**src/rtl/imem_access_ctrl_if.sv**
```systemverilog
// Bundle of fetch, loader and memory-port signals for imem_access_ctrl.
// slave = the controller itself; master = requesters plus the memory macro.
interface imem_access_ctrl_if #(
  parameter int IDX_W = 10
) ();
  logic             f_req;
  logic [31:0]      f_addr;
  logic             f_gnt;
  logic             f_rvalid;
  logic [31:0]      f_rdata;
  logic             f_err;
  logic             l_req;
  logic [31:0]      l_addr;
  logic [31:0]      l_wdata;
  logic             l_gnt;
  logic             init_busy;
  logic             mem_cs;
  logic             mem_we;
  logic [IDX_W-1:0] mem_idx;
  logic [31:0]      mem_wdata;
  logic [31:0]      mem_rdata;
  logic             state_dbg;

  // Handshake: a requester raises *_req with stable address/data and holds
  // them until the matching *_gnt is seen high in a cycle; the access is
  // taken at the rising edge closing that cycle. f_rvalid is a one-cycle
  // pulse with no back-pressure, one per fetch grant, in grant order.
  modport slave (
    input  f_req, f_addr, l_req, l_addr, l_wdata, mem_rdata,
    output f_gnt, f_rvalid, f_rdata, f_err, l_gnt, init_busy,
           mem_cs, mem_we, mem_idx, mem_wdata, state_dbg
  );

  modport master (
    output f_req, f_addr, l_req, l_addr, l_wdata, mem_rdata,
    input  f_gnt, f_rvalid, f_rdata, f_err, l_gnt, init_busy,
           mem_cs, mem_we, mem_idx, mem_wdata, state_dbg
  );
endinterface

```
**src/rtl/imem_access_ctrl.sv**
```systemverilog
// Single-port instruction memory arbiter: core fetch reads vs loader writes.
// Define IMEM_CLEAR_ON_RESET_EN to zero-fill the memory after every reset.
module imem_access_ctrl #(
  parameter int DEPTH    = 1024,
  parameter int IDX_W    = 10,
  parameter int MAX_WAIT = 4
) (
  input  logic clk,
  input  logic reset,
  imem_access_ctrl_if.slave bus
);

  localparam int          WCNT_W  = $clog2(MAX_WAIT + 1);
  localparam logic [29:0] DEPTH_W = 30'(DEPTH);

  typedef enum logic [0:0] {
    ST_INIT = 1'b0,
    ST_RUN  = 1'b1
  } state_e;

`ifdef IMEM_CLEAR_ON_RESET_EN
  localparam state_e RESET_STATE = ST_INIT;
`else
  localparam state_e RESET_STATE = ST_RUN;
`endif

  state_e            state_q;
  logic [IDX_W-1:0]  init_idx_q;
  logic [WCNT_W-1:0] wait_cnt_q;
  logic              rvalid_q;
  logic              err_q;
  logic [31:0]       rdata_q;

  logic run_act;
  logic init_act;
  logic loader_turn;
  logic f_gnt;
  logic l_gnt;
  logic f_bad;
  logic l_oor;

  // Gated by reset so the memory port and grants sit idle while reset is held.
  assign run_act     = (state_q == ST_RUN)  && !reset;
  assign init_act    = (state_q == ST_INIT) && !reset;
  assign loader_turn = (wait_cnt_q == WCNT_W'(MAX_WAIT));

  assign f_gnt = run_act && bus.f_req && !(bus.l_req && loader_turn);
  assign l_gnt = run_act && bus.l_req && (!bus.f_req || loader_turn);

  assign f_bad = (bus.f_addr[1:0] != 2'b00) || (bus.f_addr[31:2] >= DEPTH_W);
  assign l_oor = (bus.l_addr[31:2] >= DEPTH_W);

  always_comb begin
    bus.mem_cs    = 1'b0;
    bus.mem_we    = 1'b0;
    bus.mem_idx   = '0;
    bus.mem_wdata = '0;
    if (init_act) begin
      bus.mem_cs  = 1'b1;
      bus.mem_we  = 1'b1;
      bus.mem_idx = init_idx_q;
    end else if (f_gnt && !f_bad) begin
      bus.mem_cs  = 1'b1;
      bus.mem_idx = bus.f_addr[IDX_W+1:2];
    end else if (l_gnt && !l_oor) begin
      bus.mem_cs    = 1'b1;
      bus.mem_we    = 1'b1;
      bus.mem_idx   = bus.l_addr[IDX_W+1:2];
      bus.mem_wdata = bus.l_wdata;
    end
  end

  always_ff @(posedge clk or posedge reset) begin
    if (reset) begin
      state_q    <= RESET_STATE;
      init_idx_q <= '0;
      wait_cnt_q <= '0;
      rvalid_q   <= 1'b0;
      err_q      <= 1'b0;
      rdata_q    <= '0;
    end else begin
      rvalid_q <= f_gnt;
      err_q    <= f_gnt && f_bad;
      if (f_gnt) begin
        rdata_q <= f_bad ? 32'h0 : bus.mem_rdata;
      end

      case (state_q)
        ST_INIT: begin
          init_idx_q <= init_idx_q + 1'b1;
          if (init_idx_q == IDX_W'(DEPTH - 1)) begin
            state_q <= ST_RUN;
          end
        end
        default: state_q <= ST_RUN;
      endcase

      // Counts fetch wins against a waiting loader; saturation hands it the port.
      if (l_gnt || !bus.l_req) begin
        wait_cnt_q <= '0;
      end else if (f_gnt && !loader_turn) begin
        wait_cnt_q <= wait_cnt_q + 1'b1;
      end
    end
  end

  assign bus.f_gnt    = f_gnt;
  assign bus.l_gnt    = l_gnt;
  assign bus.f_rvalid = rvalid_q;
  assign bus.f_err    = err_q;
  assign bus.f_rdata  = rdata_q;
  assign bus.state_dbg = state_q;

`ifdef IMEM_CLEAR_ON_RESET_EN
  assign bus.init_busy = (state_q == ST_INIT);
`else
  assign bus.init_busy = 1'b0;
`endif

endmodule
```
**src/flat_wrapper.sv**
```systemverilog
// flat-port wrapper written by rule: the top's interface ports become plain ports
module imem_access_ctrl_flat 
#(
  parameter int DEPTH    = 1024,
  parameter int IDX_W    = 10,
  parameter int MAX_WAIT = 4
)
  (clk, reset, bus_f_req, bus_f_addr, bus_l_req, bus_l_addr, bus_l_wdata, bus_mem_rdata, bus_f_gnt, bus_f_rvalid, bus_f_rdata, bus_f_err, bus_l_gnt, bus_init_busy, bus_mem_cs, bus_mem_we, bus_mem_idx, bus_mem_wdata, bus_state_dbg);
  imem_access_ctrl_if #(.IDX_W(IDX_W)) bus_i ();
  input  logic clk;
  input  logic reset;
  input wire logic [$bits(bus_i.f_req)-1:0] bus_f_req;
  input wire logic [$bits(bus_i.f_addr)-1:0] bus_f_addr;
  input wire logic [$bits(bus_i.l_req)-1:0] bus_l_req;
  input wire logic [$bits(bus_i.l_addr)-1:0] bus_l_addr;
  input wire logic [$bits(bus_i.l_wdata)-1:0] bus_l_wdata;
  input wire logic [$bits(bus_i.mem_rdata)-1:0] bus_mem_rdata;
  output wire logic [$bits(bus_i.f_gnt)-1:0] bus_f_gnt;
  output wire logic [$bits(bus_i.f_rvalid)-1:0] bus_f_rvalid;
  output wire logic [$bits(bus_i.f_rdata)-1:0] bus_f_rdata;
  output wire logic [$bits(bus_i.f_err)-1:0] bus_f_err;
  output wire logic [$bits(bus_i.l_gnt)-1:0] bus_l_gnt;
  output wire logic [$bits(bus_i.init_busy)-1:0] bus_init_busy;
  output wire logic [$bits(bus_i.mem_cs)-1:0] bus_mem_cs;
  output wire logic [$bits(bus_i.mem_we)-1:0] bus_mem_we;
  output wire logic [$bits(bus_i.mem_idx)-1:0] bus_mem_idx;
  output wire logic [$bits(bus_i.mem_wdata)-1:0] bus_mem_wdata;
  output wire logic [$bits(bus_i.state_dbg)-1:0] bus_state_dbg;
  assign bus_i.f_req = bus_f_req;
  assign bus_i.f_addr = bus_f_addr;
  assign bus_i.l_req = bus_l_req;
  assign bus_i.l_addr = bus_l_addr;
  assign bus_i.l_wdata = bus_l_wdata;
  assign bus_i.mem_rdata = bus_mem_rdata;
  assign bus_f_gnt = bus_i.f_gnt;
  assign bus_f_rvalid = bus_i.f_rvalid;
  assign bus_f_rdata = bus_i.f_rdata;
  assign bus_f_err = bus_i.f_err;
  assign bus_l_gnt = bus_i.l_gnt;
  assign bus_init_busy = bus_i.init_busy;
  assign bus_mem_cs = bus_i.mem_cs;
  assign bus_mem_we = bus_i.mem_we;
  assign bus_mem_idx = bus_i.mem_idx;
  assign bus_mem_wdata = bus_i.mem_wdata;
  assign bus_state_dbg = bus_i.state_dbg;
  imem_access_ctrl #(.DEPTH(DEPTH), .IDX_W(IDX_W), .MAX_WAIT(MAX_WAIT)) u_core (.clk(clk), .reset(reset), .bus(bus_i));
endmodule
```
**config.mk**
```make
export PLATFORM = sky130hd
export DESIGN_NAME = imem_access_ctrl_flat
export DESIGN_NICKNAME = d
export VERILOG_FILES = /design/src/rtl/imem_access_ctrl_if.sv /design/src/rtl/imem_access_ctrl.sv /design/src/flat_wrapper.sv
export SDC_FILE = /design/constraint.sdc
export NUM_CORES = 1
export LEC_CHECK = 0
export ABC_AREA = 1
export CORE_ASPECT_RATIO = 1.4
export CORE_MARGIN = 3
export CORE_UTILIZATION = 31
export DETAILED_ROUTE_END_ITERATION = 12
export PLACE_DENSITY_LB_ADDON = 0.05
export SLEW_MARGIN = 20
export SYNTH_ARGS = -nofsm -noshare
export SYNTH_HDL_FRONTEND = slang
export SYNTH_SLANG_ARGS = --single-unit
```
**constraint.sdc**
```tcl
create_clock -name clk -period 1.7 [get_ports clk]
set_input_delay 0.34 -clock clk [delete_from_list [all_inputs] [get_ports clk]]
set_output_delay 0.34 -clock clk [all_outputs]
set_load 0.05 [all_outputs]
```
# After elaboration in Yosys (flattened, before gate mapping)
# Cells that the tools add are included.
# totals
register_bits,48
word_cells,52
# classes
n_lt_le_gt_ge,2
n_addsub,2
bitwise_logic,1
muxes,16
eq_ne,2
reduce_logical,23
# ops
cell,count
32-bit two-way mux,4
30-bit by 11-bit greater-or-equal comparator with 1-bit output (second input constant),2
10-bit two-way mux,3
1-bit logical AND,11
10-bit by 1-bit adder with 10-bit output (second input constant),1
10-bit == test (second input constant),1
1-bit zero test,7
1-bit two-way mux,7
3-bit two-way mux,2
2-bit nonzero test,2
3-bit by 1-bit adder with 3-bit output (second input constant),1
3-bit == test (second input constant),1
1-bit logical OR,3
1-bit NOT,1

# Logic depth before layout (Yosys ltp)
# Gate-level depths: netlist (run 1).
# depth
ltp_word,8
depth_mapped,9

# Worst setup path after synthesis (run 1)
# No wires, ideal clock.
# synth_timing
path_kind,register -> output
startpoint,"reg u_core.state_q, in the netlist u_core.bus.state_dbg"
endpoint,out bus_mem_wdata[22]
path_buffers,1
arrival_ps,2107
t_required_ps,1360
path_slack_ps,-747
stages_incl_launch_ff,8
path_cell_list,dfstp_2 > inv_2 > nor2_4 > nand3_1 > nor2_1 > nand2_2 > buf_6 > nor2_1
# synth_via
elab_chain_len,7
# synth_rtl
element,line_no,text
start: declaration,imem_access_ctrl.sv:27,state_e state_q;
start signal: assignment,imem_access_ctrl.sv:75,state_q <= RESET_STATE;
start signal: assignment,imem_access_ctrl.sv:92,state_q <= ST_RUN;
start signal: assignment,imem_access_ctrl.sv:95,default: state_q <= ST_RUN;
1-bit logical AND,imem_access_ctrl.sv:43,assign run_act = (state_q == ST_RUN) && !reset;
1-bit logical AND (2 in series),imem_access_ctrl.sv:48,assign l_gnt = run_act && bus.l_req && (!bus.f_req || loader_turn);
1-bit logical AND,imem_access_ctrl.sv:65,end else if (l_gnt && !l_oor) begin
32-bit two-way mux,imem_access_ctrl.sv:65,
32-bit two-way mux,imem_access_ctrl.sv:62,end else if (f_gnt && !f_bad) begin
32-bit two-way mux (*),imem_access_ctrl.sv:58,if (init_act) begin
end: declaration,flat_wrapper.sv:27,output wire logic [$bits(bus_i.mem_wdata)-1:0] bus_mem_wdata;
# Every way passes the cells marked *; elsewhere a longest branch is shown, timed or not.

# Worst setup path after layout (run 1)
# layout_timing
startpoint,"reg u_core.state_q, in the netlist u_core.bus.state_dbg"
endpoint,out bus_mem_idx[3]
# layout_via
elab_chain_len,7
# layout_rtl
element,line_no,text
1-bit logical AND,imem_access_ctrl.sv:43,
1-bit logical AND (2 in series),imem_access_ctrl.sv:48,
1-bit logical AND,imem_access_ctrl.sv:65,
10-bit two-way mux,imem_access_ctrl.sv:65,
10-bit two-way mux,imem_access_ctrl.sv:62,
10-bit two-way mux (*),imem_access_ctrl.sv:58,
end: declaration,flat_wrapper.sv:26,output wire logic [$bits(bus_i.mem_idx)-1:0] bus_mem_idx;
# Marks and branches as above.

==> metrics.txt, run 1 <==
IR drop worst, VDD=0.543 mV; setup TNS=-29.38 ns; Core ar.=0.00861 mm^2; total CTS buffers=5; PortBufs=210; Final Hold Fails=0; max-slew violation count=0; RSZ-0062 raised after global routing=yes; CP max-delay cell=dfstp_4; fillers=594; final setup fails=69; die width=85.8 um; Avg Cell Area, Syn=7.26 um^2; CP most frequent cell=buf_12; CTS tree=done; initial antenna violation count=0; Row Count=40; vias in the first global route=3500; YS warnings=0; leading cell type in the layout, fill and taps excluded=clkdlybuf4s50_1; Reg clk slew, reported paths=0.07 ns; vias per cell=4.78; Tightest Hold Check Type=flip-flop to flip-flop; synthesis-to-layout area growth=140%; dpl hpwl=8480 um; worst-skew pair later-pin latency=0.29 ns; Seq/Total Area, Yosys=43.6%; Critical Path Source Type=flip-flop; IO Pins=214; Die ar.=0.0101 mm^2; final net count=764; Worst Slack Setup Final=-0.566 ns; Bufs on Longest Clock Path=2; gr usage total=21.7%; post-layout util=77.1%; Max Fclk=0.441 GHz; CP Cell Sequence=inv_4 -> nor2_4 -> buf_6 -> inv_4 -> a21oi_4 -> buf_12 -> buf_12 -> nand3_2 -> nand3_4 -> buf_12; Final ANT Viol Nets=0; leakage=2.84 nW; global-route wire length before repair=17500 um; most frequent cells in the layout=129 x clkdlybuf4s50_1, 64 x nand2_1, 54 x buf_4, 47 x dfrtp_1, 43 x inv_1; outcome=finished with violations; Synth cell types=29; DR iter-0 viols=57; H-tree level count=2; via count=3512; share of cells above drive strength 1=39.0%; total power=0.00320 W; Critical Path End Type=output port; fin crit share=133%; Starting Density=32.1%; Ant. Diodes=0; Arr. time, crit path=1.93 ns; Detailed Routing Iterations Pass 1=4; Setup Skew=0.00589 ns; GRT overflow=0; Die H=118 um; worst endpoint required time=1.36 ns; fin crit period=2.27 ns; CP max FO=5; Root Driver=clkbuf_16; syn nets=515; critical path's largest stage delay=0.63 ns; WL/cell=16.4 um; routability cong.=0.798; pwr/cell area=483 mW/mm^2; max cap viols=0; Netlist Area Pre-Place=0.00276 mm^2; Worst Path Class, Setup=flip-flop to output port; DRC Markers=0; failing checks=negative setup slack; Synth Register Bits=48; final WL=12100 um; synthesized instance count=380; largest net degree at the start of global routing=33; TritonCTS Sinks=48
-- final timing paths --
check	start	cells past startpoint	slack, ns	end
hold / removal	u_core.init_idx_q[6]	1	0.50	u_core.init_idx_q[6]
setup / recovery	u_core.bus.state_dbg	10	-0.57	bus_mem_idx[3]
min in group asynchronous	reset	4	0.59	u_core.init_idx_q[2]
setup reg to reg	u_core.bus.state_dbg	15	-0.46	u_core.bus.f_rdata[25]
hold reg to reg	u_core.init_idx_q[6]	1	0.50	u_core.init_idx_q[6]
max in group asynchronous	reset	4	0.87	u_core.bus.state_dbg
-- stage by stage --
step	hold WS [ns]	instances	instance area (um^2)	setup WS (ns)
6_report	0.502	735	6640	-0.566
5_1_grt	0.519	735	6640	-0.635
4_1_cts	0.500	719	6180	-0.584
3_5_place_dp	0.490	704	5610	-0.559
3_3_place_gp	0.487	704	5610	-0.553
2_1_floorplan	0.467	380	3230	-0.391
-- cell usage after synthesis --
master	n	share of area (%)
a211oi_1	1	0.27
a21oi_1	1	0.18
a21oi_4	1	0.59
a22oi_1	1	0.27
and3_1	1	0.23
buf_2	7	1.3
buf_4	2	0.54
buf_6	6	2.4
clkbuf_1	6	0.82
conb_1	1	0.14
dfrtp_1	47	43
dfstp_2	1	0.95
ha_1	3	1.4
inv_1	47	6.4
inv_2	2	0.27
nand2_1	68	9.2
nand2_2	1	0.23
nand3_1	66	12
nand4_1	4	0.91
nor2_1	66	9.0
nor2_2	1	0.23
nor2_4	1	0.41
nor3_1	2	0.36
o21ai_0	31	5.6
o21ai_1	2	0.36
o31ai_1	1	0.27
or2_1	1	0.23
xnor2_1	4	1.3
xor2_1	5	1.6
-- logic make-up (layout without fill, tap and decap cells) --
logic type	count (synthesis)	count (layout)	share of synthesized area [%]
flip-flops	48	48	43.6
AO/OA/AOI/OAI	38	38	7.57
XOR/XNOR	9	9	2.86
AND/OR/NAND/NOR	211	211	32.8
adder cells (fa/ha/maj)	3	3	1.36
buffers and inverters	70	320	11.7
other	1	1	0.136
-- per-layer routing --
layer,routed length (um),share of wire (%),global-route usage [%],vias up
li1,-,-,-,1703
met1,3840,32,22.1,1660
met2,7010,58,40.9,128
met3,928,7.7,6.86,21
met4,288,2.4,6.63,0
met5,0,0,0,-
-- where the power goes --
part | switching, W | internal [W]
logic | 0.000327 | 0.000388
clock network | 0.000452 | 0.000848
registers | 0.0000175 | 0.00117
total | 0.000796 | 0.00241
-- timing repair --
item | 4_1_cts | 5_1_grt
resized for setup | 69 | 86
setup buffers | 6 | 13
hold buffers | 0 | 0
pin swaps | 6 | 8
cloned | 2 | 7
endpoints found under the setup margin | 78 | 82
-- worst max-delay path, delay by kind of cell, from the launching register on --
family / cells / cell delay [ns]
flip-flops: 1 / 0.63
AND/OR/NAND/NOR: 3 / 0.27
AO/OA/AOI/OAI: 1 / 0.12
buffers and inverters: 6 / 0.58
-- area by class of cell --
type	instances	area [um^2]	share of cell area [%]
Clock buffer	5	125	1.89
Clock inverter	3	68.8	1.04
Inverter	49	191	2.88
Multi-Input combinational cell	262	1910	28.8
Sequential cell	48	1210	18.2
Tap cell	105	131	1.98
Timing Repair Buffer	263	3000	45.2
-- state kept, by name, summed over array words and instances (netlist names) --
| name | flops |
|---|---|
| u_core.bus.f_rdata | 32 |
| u_core.init_idx_q | 10 |
| u_core.bus.state_dbg | 1 |
| u_core.bus.f_rvalid | 1 |
| u_core.bus.f_err | 1 |
| u_core.wait_cnt_q | 3 |
No activity file was read; power rests on OpenSTA's default activity.
==> run 2: changes to the inputs <==
Settings changed: HOLD_SLACK_MARGIN set to 0.1, RECOVER_POWER set to 100.
==> run 2 against run 1 <==
  * The flow still finishes with violations (negative setup slack)
  * Worst setup slack improved by 0.0016 ns
  * Register-to-register slack hardly changed
  * Clock-buffer cell count is the same
  * Wire length fell by 0.17%
  * Largest power group unchanged
==> metrics.txt, run 2 (synthesis results as in run 1) <==
outcome=finished with violations; failing checks=negative setup slack; vias in the first global route=3500; leading cell type in the layout, fill and taps excluded=clkdlybuf4s50_1; worst-skew pair later-pin latency=0.29 ns; Critical Path Source Type=flip-flop; pwr/cell area=489 mW/mm^2; reg2reg start=u_core.bus.state_dbg; gr usage total=21.7%; WL/cell=16.4 um; final WL=12000 um; RSZ-0062 raised after global routing=yes; fillers=640; area occupied by multi-input gates=0.00191 mm^2; Starting Density=32.1%; Detailed Routing Iterations Pass 1=4; Worst Hold End=u_core.init_idx_q[6]; PortBufs=210; routability cong.=0.798; clock power share=41.0%; dpl hpwl=8480 um; Final Hold Fails=0; global-route wire length before repair=17500 um; Hold WS=0.502 ns; fin area=0.00649 mm^2; via count=3508; Reg2Reg Capture Point=u_core.bus.f_rdata[25]; fin crit period=2.26 ns; Row Count=40; Core ar.=0.00861 mm^2; Reg clk slew, reported paths=0.07 ns; Seq pwr share=37.4%; TritonCTS Sinks=48; vias per cell=4.77; max cap viols=0; Die H=118 um; worst reg-to-reg path cell count=15; CP max FO=5; Switching Share=25.1%; Root Driver=clkbuf_16; Ant. Diodes=0; Worst Path Class, Setup=flip-flop to output port; IR drop worst, VDD=0.537 mV; max FFs per register=32; post-place instance area=0.00561 mm^2; GRT overflow=0; Tightest Hold Check Type=flip-flop to flip-flop; IO Pins=214; CP max-delay cell=dfstp_4; DR iter-0 viols=56; Logic pwr share=21.5%; CP most frequent cell=buf_12; leakage=2.72 nW; Worst Slack Setup Final=-0.565 ns; Max Fclk=0.442 GHz; H-tree level count=2; HP Start=u_core.init_idx_q[6]; final setup fails=69; final net count=764; total CTS buffers=5; net switching power=0.000796 W; Hold Path Stages=1; synthesis-to-layout area growth=135%; worst endpoint required time=1.36 ns; max-slew violation count=0; Internal=0.00238 W; setup slack, reg-to-reg=-0.46 ns; DRC Markers=0; share of cells above drive strength 1=33.2%; Die ar.=0.0101 mm^2; largest net degree at the start of global routing=33; Bufs on Longest Clock Path=2; critical path's largest stage delay=0.63 ns; Final ANT Viol Nets=0; initial antenna violation count=0; Critical Path End Type=output port; fin crit share=133%; relative slew slack=39.5%; CTS tree=done; Arr. time, crit path=1.92 ns; CP Cell Sequence=inv_4 -> nor2_4 -> buf_6 -> inv_4 -> a21oi_4 -> buf_12 -> buf_12 -> nand3_2 -> nand3_4 -> buf_12; most frequent cells in the layout=129 x clkdlybuf4s50_1, 64 x nand2_1, 47 x dfrtp_1, 44 x inv_1, 36 x clkbuf_1; worst slew pin tran=0.908 ns; Register Area=0.00121 mm^2; die width=85.8 um; Setup Skew=0.00590 ns
==> run 2: changes by cell type in the layout (fill, tap and decap cells not counted), sizes merged <==
cell    previous run  this run
clkbuf            11        48
buf              128        91
==> run 2: stage by stage <==
stage / instances / TNS [ns] / total power (W) / worst slack (ns) / util, %
after floorplan: 380 / -15.75 / 0.00146 / -0.391 / -
after global placement: 704 / -32.74 / 0.00188 / -0.553 / 65.2
after detailed placement: 704 / -34.00 / 0.00189 / -0.559 / 65.2
after CTS: 719 / -26.16 / 0.00320 / -0.584 / 71.8
after global routing: 735 / -35.28 / 0.00329 / -0.635 / 75.3
final: 735 / -29.33 / 0.00317 / -0.565 / 75.3
==> run 2: per-layer routing <==
metal	GRT usage (%)	vias up	routed length, um
met5	0	-	0
met4	6.63	0	283
met3	6.86	22	940
met2	40.9	126	7010
met1	22.1	1655	3810
li1	-	1705	-
==> run 2: area by class of cell <==
class	count	share of cell area [%]
inverter	49	2.95
timing repair buffer	263	43.9
sequential	48	18.6
clock buffer	5	1.93
multi-input combinational	262	29.5
tap	105	2.03
clock inverter	3	1.06
==> run 2: worst max path at each step <==
stage	startpoint	end	slack, ns	cells after the start
finish	u_core.bus.state_dbg	bus_mem_idx[3]	-0.56	10
global route	u_core.bus.state_dbg	bus_mem_idx[9]	-0.63	10
CTS	u_core.bus.state_dbg	bus_mem_idx[8]	-0.58	10
detailed placement	bus_l_addr[26]	bus_mem_wdata[1]	-0.56	9
global placement	bus_l_addr[26]	bus_mem_wdata[31]	-0.55	9
floorplan	u_core.bus.state_dbg	bus_mem_wdata[10]	-0.39	7
==> run 2: critical path, delay by kind of cell, from the launching register on <==
family | cells | cell delay, ns
compound gates | 1 | 0.12
buf+inv | 6 | 0.58
flops | 1 | 0.63
simple gates | 3 | 0.27
==> run 2: timing repair <==
item                                    4_1_cts  5_1_grt
gates cloned                                  2        7
pin swaps                                     6        8
setup buffers                                 6       13
hold buffers                                  0        0
endpoints found under the setup margin       78       82
resized for setup                            69       86
==> run 2: power by group through the flow <==
stage	Clock, W	Combinational [W]	Sequential [W]
2_1_floorplan	0	0.000149	0.00131
3_3_place_gp	0	0.000675	0.00121
3_5_place_dp	0	0.000682	0.00121
4_1_cts	0.00132	0.000691	0.00119
5_1_grt	0.00137	0.000727	0.00119
6_report	0.00130	0.000684	0.00119
==> run 3: changes to the inputs <==
Settings changed: GPL_TIMING_DRIVEN set to 1.
==> results of run 3 <==
No change in the layout: final DEF, timing and power equal those of run 2.
